==> src/rtl/alu_operand_stage.sv <==
`default_nettype none
// ============================================================================
// alu_operand_stage : resolves ALU operands (r0, EX/WB forwarding, immediate)
//                     into a main output register backed by one skid entry.
// Revision 1.0
// ============================================================================
module alu_operand_stage #(
  parameter int DATA_WIDTH    = 32,
  parameter int REG_IDX_WIDTH = 4
) (
  input  logic                     clk,
  input  logic                     rst,

  input  logic                     in_valid,
  output logic                     in_ready,
  input  logic [3:0]               in_oper,
  input  logic [REG_IDX_WIDTH-1:0] in_ra,
  input  logic [REG_IDX_WIDTH-1:0] in_rb,
  input  logic [REG_IDX_WIDTH-1:0] in_rd,
  input  logic [DATA_WIDTH-1:0]    in_ra_data,
  input  logic [DATA_WIDTH-1:0]    in_rb_data,
  input  logic [15:0]              in_imm,
  input  logic                     in_use_imm,
  input  logic                     in_imm_signed,

  input  logic                     fwd_ex_valid,
  input  logic [REG_IDX_WIDTH-1:0] fwd_ex_rd,
  input  logic [DATA_WIDTH-1:0]    fwd_ex_data,
  input  logic                     fwd_wb_valid,
  input  logic [REG_IDX_WIDTH-1:0] fwd_wb_rd,
  input  logic [DATA_WIDTH-1:0]    fwd_wb_data,

  input  logic                     flush,

  output logic                     out_valid,
  input  logic                     out_ready,
  output logic [3:0]               out_oper,
  output logic [DATA_WIDTH-1:0]    out_a,
  output logic [DATA_WIDTH-1:0]    out_b,
  output logic [REG_IDX_WIDTH-1:0] out_rd
);

  typedef enum logic [1:0] {
    ST_EMPTY = 2'd0,
    ST_ONE   = 2'd1,
    ST_FULL  = 2'd2
  } state_t;

  typedef struct packed {
    logic [3:0]               oper;
    logic [DATA_WIDTH-1:0]    a;
    logic [DATA_WIDTH-1:0]    b;
    logic [REG_IDX_WIDTH-1:0] rd;
  } entry_t;

  state_t                  state_q, state_d;
  entry_t                  main_q, main_d;
  entry_t                  skid_q, skid_d;
  logic                    in_ready_q, in_ready_d;
  logic                    out_valid_q, out_valid_d;

  logic                    acc, con;
  logic                    ex_hit_a, wb_hit_a, ex_hit_b, wb_hit_b;
  logic [DATA_WIDTH-1:0]   res_a, res_b, imm_ext;
  entry_t                  new_entry;

  assign acc = in_valid && in_ready_q;
  assign con = out_valid_q && out_ready;

  // A forward entry targeting r0 can never hit because r0 short-circuits first.
  assign ex_hit_a = fwd_ex_valid && (fwd_ex_rd == in_ra);
  assign wb_hit_a = fwd_wb_valid && (fwd_wb_rd == in_ra);
  assign ex_hit_b = fwd_ex_valid && (fwd_ex_rd == in_rb);
  assign wb_hit_b = fwd_wb_valid && (fwd_wb_rd == in_rb);

  assign imm_ext = in_imm_signed ? {{(DATA_WIDTH-16){in_imm[15]}}, in_imm}
                                 : {{(DATA_WIDTH-16){1'b0}}, in_imm};

  always_comb begin
    res_a = in_ra_data;
    if (in_ra == '0) begin
      res_a = '0;
    end else if (ex_hit_a) begin
      res_a = fwd_ex_data;
    end else if (wb_hit_a) begin
      res_a = fwd_wb_data;
    end
  end

  always_comb begin
    res_b = in_rb_data;
    if (in_use_imm) begin
      res_b = imm_ext;
    end else if (in_rb == '0) begin
      res_b = '0;
    end else if (ex_hit_b) begin
      res_b = fwd_ex_data;
    end else if (wb_hit_b) begin
      res_b = fwd_wb_data;
    end
  end

  always_comb begin
    new_entry      = '0;
    new_entry.oper = in_oper;
    new_entry.a    = res_a;
    new_entry.b    = res_b;
    new_entry.rd   = in_rd;
  end

  // Empty entries are held at zero so the outputs read 0 whenever invalid.
  always_comb begin
    state_d = state_q;
    main_d  = main_q;
    skid_d  = skid_q;
    if (flush) begin
      state_d = ST_EMPTY;
      main_d  = '0;
      skid_d  = '0;
    end else begin
      case (state_q)
        ST_EMPTY: begin
          if (acc) begin
            main_d  = new_entry;
            state_d = ST_ONE;
          end
        end
        ST_ONE: begin
          if (acc && con) begin
            main_d = new_entry;
          end else if (acc) begin
            skid_d  = new_entry;
            state_d = ST_FULL;
          end else if (con) begin
            main_d  = '0;
            state_d = ST_EMPTY;
          end
        end
        ST_FULL: begin
          if (con) begin
            main_d  = skid_q;
            skid_d  = '0;
            state_d = ST_ONE;
          end
        end
        default: begin
          state_d = ST_EMPTY;
          main_d  = '0;
          skid_d  = '0;
        end
      endcase
    end
    in_ready_d  = (state_d != ST_FULL);
    out_valid_d = (state_d != ST_EMPTY);
  end

  always_ff @(posedge clk or posedge rst) begin
    if (rst) begin
      state_q     <= ST_EMPTY;
      main_q      <= '0;
      skid_q      <= '0;
      in_ready_q  <= 1'b1;
      out_valid_q <= 1'b0;
    end else begin
      state_q     <= state_d;
      main_q      <= main_d;
      skid_q      <= skid_d;
      in_ready_q  <= in_ready_d;
      out_valid_q <= out_valid_d;
    end
  end

  assign in_ready  = in_ready_q;
  assign out_valid = out_valid_q;
  assign out_oper  = main_q.oper;
  assign out_a     = main_q.a;
  assign out_b     = main_q.b;
  assign out_rd    = main_q.rd;

endmodule
`default_nettype wire

==> config.mk <==
export PLATFORM = sky130hd
export DESIGN_NAME = alu_operand_stage
export DESIGN_NICKNAME = d
export VERILOG_FILES = /design/src/rtl/alu_operand_stage.sv
export SDC_FILE = /design/constraint.sdc
export NUM_CORES = 1
export LEC_CHECK = 0
export CAP_MARGIN = 40
export CORE_MARGIN = 3
export CORE_UTILIZATION = 33
export DETAILED_ROUTE_END_ITERATION = 7
export GPL_TIMING_DRIVEN = 0
export PLACE_DENSITY = 0.61
export SYNTH_ARGS = -nofsm -noshare
export SYNTH_HDL_FRONTEND = slang
export SYNTH_SLANG_ARGS = --single-unit
export TNS_END_PERCENT = 10
==> constraint.sdc <==
create_clock -name clk -period 8.11 [get_ports clk]
set_clock_uncertainty 0.15 [all_clocks]
set_input_delay 2.433 -clock clk [delete_from_list [all_inputs] [get_ports clk]]
set_output_delay 2.433 -clock clk [all_outputs]
set_load 0.02 [all_outputs]
# == Yosys cells after proc, flatten, opt, wreduce, memory -nomap -nowiden ==
# Index checks and enable logic that the tools add are counted.
# op_classes
eq_ne,14
mux,25
n_reduce_logical,13
# ops
cell,n
$mux 72,8
$pmux 72 s3,2
$mux 32,8
$eq 4x4->1,4
$mux 2,6
$ne 3x3->1 const B,4
$logic_not 4->1,2
$ne 4x4->1 const B,2
$reduce_and 4->1,2
$logic_and 1x1->1,7
$pmux 2 s3,1
$ne 2x2->1 const B,2
$eq 2x1->1 const B,1
$eq 2x2->1 const B,1
$logic_not 2->1,1
$reduce_bool 2->1,1
# totals
reg_bits,148
input_bits,177
elab_cells,63

# == Logic depth before layout (Yosys ltp) ==
# Gate-level depths: netlist (run 1).
# depth
word_depth,10
ltp_mapped,8
mapped_depth_nobuf,5

# == Worst setup path before layout (run 1) ==
# OpenSTA, ideal clock, no wires.
# synth_path
kind,input -> register
from,input port fwd_wb_rd[0]
to,"register main_q, in the netlist out_a[0]"
setup_time_ns,0.140
arrival_ns,3.613
required_ns,7.820
path_slack_ns,4.207
stages,7
n_path_buf,2
path_cell_list,xnor2_1 nand4_1 or2_1 buf_2 buf_6 a211oi_2 o32ai_1
# synth_between
elab_chain_len,8
word_cells_on_any_way,9
# synth_rtl
element,line_no,rtl
start: declaration,30,"input logic [REG_IDX_WIDTH-1:0] fwd_wb_rd,"
$eq 4x4->1 *,72,assign wb_hit_a = fwd_wb_valid && (fwd_wb_rd == in_ra);
$logic_and 1x1->1 *,72,
$mux 32 *,85,end else if (wb_hit_a) begin
$mux 32 *,83,end else if (ex_hit_a) begin
$mux 32 *,81,if (in_ra == '0) begin
"$mux 72, on equally long branches","129, 123",
$pmux 72 s3 *,121,case (state_q)
$mux 72 *,116,if (flush) begin
end signal: assignment,166,main_q <= main_d;
end: declaration,57,"entry_t main_q, main_d;"
# Mark *: on every way between the ends. The rest lies on a longest branch, timed or not. The select of a mux whose other input is x is not followed.
# A chain may end at the register's enable or synchronous reset.

# == Final worst setup path (run 1) ==
# layout_path
from,input port in_rb[1]
to,register skid_q[27] in the netlist's numbering
# layout_between
elab_chain_len,10
word_cells_on_any_way,13
# layout_rtl
element,line_no,rtl
start: declaration,18,"input logic [REG_IDX_WIDTH-1:0] in_rb,"
$eq 4x4->1,74,assign wb_hit_b = fwd_wb_valid && (fwd_wb_rd == in_rb);
$logic_and 1x1->1,74,
$mux 32,98,end else if (wb_hit_b) begin
$mux 32,96,end else if (ex_hit_b) begin
$mux 32 *,94,end else if (in_rb == '0) begin
$mux 32 *,92,if (in_use_imm) begin
$mux 72 *,131,end else if (acc) begin
$mux 72 *,129,if (acc && con) begin
$pmux 72 s3 *,121,
$mux 72 *,116,
end signal: assignment,167,skid_q <= skid_d;
end: declaration,58,"entry_t skid_q, skid_d;"
# Marked as above.

==> results.toml, run 1 <==
[outcome]
status = "complete, no violations"

[floorplanning]
ios = 251
dieArea_sq_um = 27300
fp.dieH_um = 165
rows = 57
die_w_um = 165
start_util = 0.340
coreArea_sq_um = 24600

[clocking]
cts_tree = "yes"
clock-sinks = 148
ctsHtreeMaxLevel = 4
clock-root-buffer = "clkbuf_16"
clk_pin_slew_ns = 0.07
post_cts_buffers = 0
cts_resized = 0
cts_hold_buffers = 0
cts_buffers = 17
clockBufferDepth = 2
insertion_delay_ns = 0.42

[critical_path]
critPathKind = "in -> reg"
cpMaxStageDelayCell = "clkdlybuf4s50_1"
crit_start = "in_rb[1]"
r2r_start = "out_valid"
end_kind = "register"
cp_slowest_stage_delay_ns = 0.54
crit_arrival_ns = 4.68
crit_chain = "clkdlybuf4s50_1, xnor2_1, nand4_1, or2_1, buf_2, buf_2, a21oi_1, o32ai_1"
cp-start-kind = "primary input"
cp_max_fo = 10
path_common_cell = "buf_2"
cp.required_ns = 8.23
cpLargestDelayFamily = "buffers and inverters"
path_buf_inv = 3

[power]
p_leak_nw = 4.52
peakVddDrop_uv = 127
p_total_mw = 2.16
p_per_area_nw_per_um2 = 182

[final_layout]
area_growth_pct = 42.0
drive_gt1_frac = 0.105
instances_no_fill = 1488
nFillCells = 2348
final_nets = 1324
postLayoutCellArea_sq_um = 11900
seq_area_sq_um = 3700
multi_input_area_sq_um = 4170

[detailed_routing]
viasPerCell = 5.86
wl_per_cell_um = 23.5
drc = 0
drt_iter0_drc = 766
vias = 8724
antenna_left = 0
drt_wl_total_um = 34900
first_pass_iters = 5

[logic_synthesis]
synth_area_per_cell_sq_um = 9.52
synth_nets = 1055
yosysWarnings = 0
synth_area_leaders = "dfrtp_1 44%, o32ai_1 5.9%, o31ai_1 5.6%, a211oi_2 4.5%, a22oi_1 4.3%"
yosysSeqAreaShare = 0.443
ys_async_sr_fraction = 1.00
syn-cell-area_sq_um = 8360
synth-edff-count = 0
synth_area_leader_cell = "dfrtp_1"
ys_ff_latch = 148
synth_cells = 878
synth.distinct_cells = 52
synth_flop_cell = "dfrtp_1"
synth_top_area_share = 0.440

[place]
place_area_sq_um = 11300
place.gp.congestion = 0.928
placedCellCount = 1451
dp_hpwl_um = 26900
numPortBuffers = 247

[sta]
layout_min_cycle_time_ns = 4.55
hold_viol = 0
final_max_slew_viol_count = 0
fin_hold_ws_ns = 0.341
relSlewSlack = 0.512
rsz0062_at_grt = "no"
tns_ns = 0
fin_crit_sh = 0.562
tightest_slew_ns = 0.731
setup_viol = 0
max_freq_mhz = 220

[hold_path]
hold_start = "skid_q[42]"
hp-class = "reg -> reg"

[global_routing]
grt_max_degree = 91
grt_pass1_wl_um = 51600
antenna_found_initial = 3
gr-usage-all-layers = 0.251
grt-ovfl-total = 0
grt_pass1_vias = 8739

[flow_run]
cap_viol_max_count = 0
==> kinds of logic (layout without fill, tap and decap cells) <==
family	after synthesis	after routing	synth area share
AOI/OAI and AO/OA	397	397	0.364
xor gates and xnor gates	16	16	0.0168
buffers and inverters	99	381	0.0582
DFF	148	148	0.443
muxes	8	8	0.00958
other	0	4	0
and+or+nand+nor	210	210	0.108
==> through the flow <==
stage / utilization / worst slack (ns)
after global placement: 0.457 / -0.664
final: 0.482 / 3.56
after global routing: 0.482 / 3.46
after detailed placement: 0.458 / 3.05
after CTS: 0.482 / 3.49
after floorplan: - / 1.55
==> flip-flops by register name, indices dropped and copies added, names as in the netlist <==
register and count:
out_rd 4, state_q 2, out_b 32, out_valid 1
out_a 32, in_ready 1, skid_q 72, out_oper 4
==> power breakdown <==
part / total [mW] / switching (mW) / internal, mW
registers: 0.831 / 0.0382 / 0.793
clock network: 0.773 / 0.338 / 0.435
logic: 0.558 / 0.312 / 0.246
==> routing by layer <==
metal,track usage,routed length [um]
met5,0,0
met4,0.0995,1080
met3,0.0604,2660
met2,0.391,16500
met1,0.336,14700
==> cell usage after synthesis (all sizes together) (20+ instances only) <==
cell type  count
o32ai         56
nor2          84
o21ai         36
o22ai         40
a211oi        32
o31ai         62
a22oi         48
nand3         20
nand2         84
a21oi         53
clkbuf        56
buf           38
dfrtp        147
==> final cells by class <==
cell class,instances,area share
Clock buffer,19,0.0373
Antenna cell,4,0.000844
Sequential cell,148,0.312
Clock inverter,13,0.0106
Buffer,94,0.0394
Multi-Input combinational cell,631,0.351
Inverter,5,0.00200
Tap cell,324,0.0342
Timing Repair Buffer,250,0.212
==> worst register-to-register path: cells and delay by family (launching register included) <==
family | cells | cell delay (ns)
AOI/OAI and AO/OA | 1 | 0.30
buffers and inverters | 1 | 0.28
DFF | 1 | 0.42
and+or+nand+nor | 4 | 1.10
==> layout by cell type, fill, tap and decap left out, types with 40 or more instances in the layout <==
master | Yosys | routed
dfrtp_1 | 147 | 147
o22ai_1 | 40 | 40
nand2_1 | 82 | 82
a22oi_1 | 48 | 48
o31ai_1 | 62 | 62
nor2_1 | 84 | 84
clkdlybuf4s50_1 | 0 | 247
a21oi_1 | 53 | 53
o32ai_1 | 56 | 56
clkbuf_1 | 54 | 55
==> worst paths after layout <==
path,slack [ns],to,cells past startpoint
worst max-delay path,3.56,skid_q[27],8
worst min-delay path,0.34,skid_q[42],2
worst max register to register,5.75,skid_q[22],6
worst min register to register,0.34,skid_q[42],2
max in group asynchronous,4.66,skid_q[67],3
min in group asynchronous,2.29,skid_q[71],2
Power figures use the tool's default switching activity.
==> run 2, diff against run 1 <==
--- a/config.mk
+++ b/config.mk
@@ -10,7 +10,7 @@
 export CORE_UTILIZATION = 33
 export DETAILED_ROUTE_END_ITERATION = 7
 export GPL_TIMING_DRIVEN = 0
-export PLACE_DENSITY = 0.61
+export PLACE_DENSITY = 0.63
 export SYNTH_ARGS = -nofsm -noshare
 export SYNTH_HDL_FRONTEND = slang
 export SYNTH_SLANG_ARGS = --single-unit
==> constraint.sdc (replaced) <==
create_clock -name clk -period 4.15 [get_ports clk]
set_clock_uncertainty 0.15 [all_clocks]
set_input_delay 1.245 -clock clk [delete_from_list [all_inputs] [get_ports clk]]
set_output_delay 1.245 -clock clk [all_outputs]
set_load 0.02 [all_outputs]
==> results.toml, run 2 (same netlist as run 1, synthesis figures left out) <==
[clocking]
cts_hold_buffers = 0
insertion_delay_ns = 0.44
cts_resized = 0
cts_buffers = 17
clock-root-buffer = "clkbuf_16"
clockBufferDepth = 2
ctsHtreeMaxLevel = 4
clk_pin_slew_ns = 0.07
cts_tree = "yes"
post_cts_buffers = 0
clock-sinks = 148

[sta]
tightest_slew_ns = 0.695
rsz0062_at_grt = "no"
max_freq_mhz = 295
hold_viol = 0
setup_viol = 0
relSlewSlack = 0.534
fin_crit_sh = 0.817
layout_min_cycle_time_ns = 3.39
final_max_slew_viol_count = 0

[critical_path]
cp-start-kind = "primary input"
r2r_start = "out_valid"
r2r_cells = 6
timing.rr.end = "skid_q[49]"
crit_arrival_ns = 3.58
end_kind = "register"
regToRegSetupSlack_ns = 1.74
cp.required_ns = 4.34
cp_max_fo = 10
critPathKind = "in -> reg"

[final_layout]
largest_register_ffs = 72
postLayoutCoreUtil = 0.486
regMostFlops = "skid_q"
nFillCells = 2337
postLayoutCellArea_sq_um = 12000
area_growth_pct = 43.1
final_nets = 1327
instances_no_fill = 1490
final_common_cell = "clkdlybuf4s50_1"
seq_area_sq_um = 3700
most-common-layout-cells = "247 x clkdlybuf4s50_1, 147 x dfrtp_1, 84 x nor2_1"
drive_gt1_frac = 0.108
multi_input_area_sq_um = 4170

[detailed_routing]
vias = 8791
drc = 0
antenna_left = 0
wl_per_cell_um = 23.6
viasPerCell = 5.90
first_pass_iters = 6
drt_iter0_drc = 1109
drt_wl_total_um = 35200

[place]
dp_hpwl_um = 27100
place.gp.congestion = 0.920
placedCellCount = 1455
place_area_sq_um = 11300
numPortBuffers = 247

[outcome]
status = "complete, no violations"

[hold_path]
min_to = "skid_q[59]"
hold_start = "skid_q[59]"
hp-class = "reg -> reg"
whs_path_depth = 2

[floorplanning]
dieArea_sq_um = 27300
start_util = 0.340
ios = 251
rows = 57
fp.dieH_um = 165
coreArea_sq_um = 24600
die_w_um = 165

[power]
peakVddDrop_uv = 224
p_per_area_nw_per_um2 = 364
p_leak_nw = 4.55
p_total_mw = 4.35

[flow_run]
cap_viol_max_count = 0

[global_routing]
antenna_found_initial = 3
grt_pass1_vias = 8740
grt-ovfl-total = 0
gr-usage-all-layers = 0.253
grt_max_degree = 40
grt_pass1_wl_um = 52100
==> run 2: metrics by stage <==
step                      setup TNS [ns]  worst slack (ns)  hold slack, ns
after floorplan                        0             0.895           0.299
after global placement            -69.62            -0.490           0.311
after detailed placement               0             0.361           0.321
after CTS                              0             0.840           0.337
after global routing                   0             0.661           0.363
final                                  0             0.759           0.333
==> run 2: power by group <==
group / switching (mW) / internal, mW
Clock: 0.689 / 0.938
Sequential: 0.0735 / 1.55
Combinational: 0.614 / 0.486
Total: 1.38 / 2.97
==> run 2: layout make-up <==
type                       instances  area share
antenna                            3    0.000628
buffer                            94      0.0391
clock buffer                      19      0.0379
clock inverter                    13      0.0132
inverter                           5     0.00188
multi-input combinational        631       0.348
sequential                       148       0.310
tap                              324      0.0339
timing repair buffer             253       0.215
==> run 2: worst max path at each step <==
stage,from,to,slack (ns),depth (start not counted)
3_5_place_dp,in_rb[1],out_b[8],0.36,7
2_1_floorplan,rst,out_a[0],0.89,1
4_1_cts,in_rb[1],out_b[8],0.84,7
5_1_grt,in_rb[1],out_b[8],0.66,7
3_3_place_gp,rst,out_a[26],-0.49,2
6_report,in_rb[1],out_b[8],0.76,7
==> run 2: metal layers <==
metal,GRT usage,up-vias,part of all wire
met3,0.0551,59,0.078
met5,0,-,0
met4,0.0808,0,0.027
met2,0.408,427,0.48
met1,0.339,4319,0.42
li1,-,3986,-
==> run 2: critical path: stages <==
cell	delay, ns
clkdlybuf4s50_1	0.55
nor4_1	0.08
clkdlybuf4s15_2	0.26
nor2_1	0.46
clkbuf_1	0.43
o21ai_0	0.27
o31ai_1	0.28
==> run 3, diff against run 2 <==
==> constraint.sdc (replaced) <==
create_clock -name clk -period 2.9 [get_ports clk]
set_clock_uncertainty 0.15 [all_clocks]
set_input_delay 0.87 -clock clk [delete_from_list [all_inputs] [get_ports clk]]
set_output_delay 0.87 -clock clk [all_outputs]
set_load 0.02 [all_outputs]
==> results.toml, run 3 (same netlist as run 1, synthesis figures left out) <==
[floorplanning]
coreArea_sq_um = 24600
rows = 57
dieArea_sq_um = 27300
die_w_um = 165
start_util = 0.340
fp.dieH_um = 165
ios = 251

[sta]
hold_viol = 0
rsz0062_at_grt = "yes"
final_max_slew_viol_count = 0
tightest_slew_ns = 0.693
layout_min_cycle_time_ns = 2.82
relSlewSlack = 0.538
fin_crit_sh = 0.972
max_freq_mhz = 355
setup_viol = 0
fin_hold_ws_ns = 0.334
final.setup.worst_slack_ns = 0.0803

[final_layout]
regMostFlops = "skid_q"
final_common_cell = "clkdlybuf4s50_1"
drive_gt1_frac = 0.117
final_nets = 1331
area_growth_pct = 43.8
most-common-layout-cells = "247 x clkdlybuf4s50_1, 147 x dfrtp_1, 83 x nor2_1"
largest_register_ffs = 72

[power]
peakVddDrop_uv = 320
p_leak_nw = 4.59
p_per_area_nw_per_um2 = 517
p_total_mw = 6.22

[critical_path]
crit_start = "out_ready"
cp.required_ns = 3.03
crit_arrival_ns = 2.95
end_kind = "register"
r2r_start = "state_q[0]"
cp-start-kind = "primary input"
regToRegSetupSlack_ns = 0.55
timing.rr.end = "out_a[4]"
r2r_cells = 6
cp_max_fo = 10
critPathKind = "in -> reg"

[global_routing]
gr-usage-all-layers = 0.253
grt_max_degree = 40
grt_pass1_vias = 8744
antenna_found_initial = 3
grt_pass1_wl_um = 52100
grt-ovfl-total = 0

[detailed_routing]
drt_wl_total_um = 35100
vias = 8812
drt_iter0_drc = 1040
wl_per_cell_um = 23.5
first_pass_iters = 6
drc = 0
viasPerCell = 5.90
antenna_left = 0

[clocking]
cts_tree = "yes"
clock-root-buffer = "clkbuf_16"
clockBufferDepth = 2
insertion_delay_ns = 0.43
clk_pin_slew_ns = 0.07
cts_buffers = 17
cts_hold_buffers = 0
clock-sinks = 148
ctsHtreeMaxLevel = 4

[place]
pre_cts_slack_ns = -0.514
place.gp.congestion = 0.920
numPortBuffers = 247
dp_hpwl_um = 27100

[outcome]
status = "complete, no violations"

[hold_path]
hp-class = "reg -> reg"
hold_start = "skid_q[59]"
min_to = "skid_q[59]"
whs_path_depth = 2

[flow_run]
cap_viol_max_count = 0
==> run 3: worst max-delay path by stage <==
stage	slack, ns	to	cells past startpoint
global placement	-1.37	out_a[26]	2
finish	0.08	out_a[4]	7
global route	-0.06	skid_q[41]	8
detailed placement	-0.51	out_b[8]	7
floorplan	0.02	out_a[0]	1
CTS	-0.007	skid_q[32]	8
==> run 3: routing by layer <==
metal | up-vias | GRT usage | wire (um)
met2 | 455 | 0.408 | 16700
li1 | 3989 | - | -
met4 | 0 | 0.0808 | 1010
met1 | 4306 | 0.340 | 14500
met5 | - | 0 | 0
met3 | 62 | 0.0551 | 2900
==> run 3: cell type report <==
class                           count  area, sq um
Inverter                            5         22.5
Multi-Input combinational cell    631         4180
Timing Repair Buffer              258         2620
Buffer                             93          470
Clock inverter                     13          158
Fill cell                        2333        12600
Antenna cell                        3         7.51
Clock buffer                       19          453
Tap cell                          324          405
Sequential cell                   148         3700
==> run 3: stage by stage <==
stage | cells | util | setup TNS, ns | area [sq um]
after floorplan | 878 | - | 0 | 8360
after global placement | 1449 | 0.457 | -252.13 | 11200
after detailed placement | 1455 | 0.461 | -45.09 | 11300
after CTS | 1487 | 0.486 | -0.0119 | 12000
after global routing | 1494 | 0.489 | -0.224 | 12000
final | 1494 | 0.489 | 0 | 12000
==> run 3: repair_timing <==
item	in CTS	in global routing
resized for setup	1	10
endpoints found under the setup margin	6	96
endpoints found under the hold margin	0	0
pin swaps	1	1
setup buffers	0	5
==> run 3: where the power goes <==
group	switching, mW	leakage (nW)	total, mW	internal, mW
registers	0.105	2.02	2.32	2.22
clock network	0.977	0.298	2.32	1.34
logic	0.879	2.27	1.58	0.702
==> run 3: critical path, cell delays in order <==
cell,delay [ns]
clkdlybuf4s50_1,0.47
a21boi_1,0.39
nor3_1,0.12
clkbuf_4,0.24
nand2_1,0.21
clkbuf_1,0.47
o32ai_1,0.18
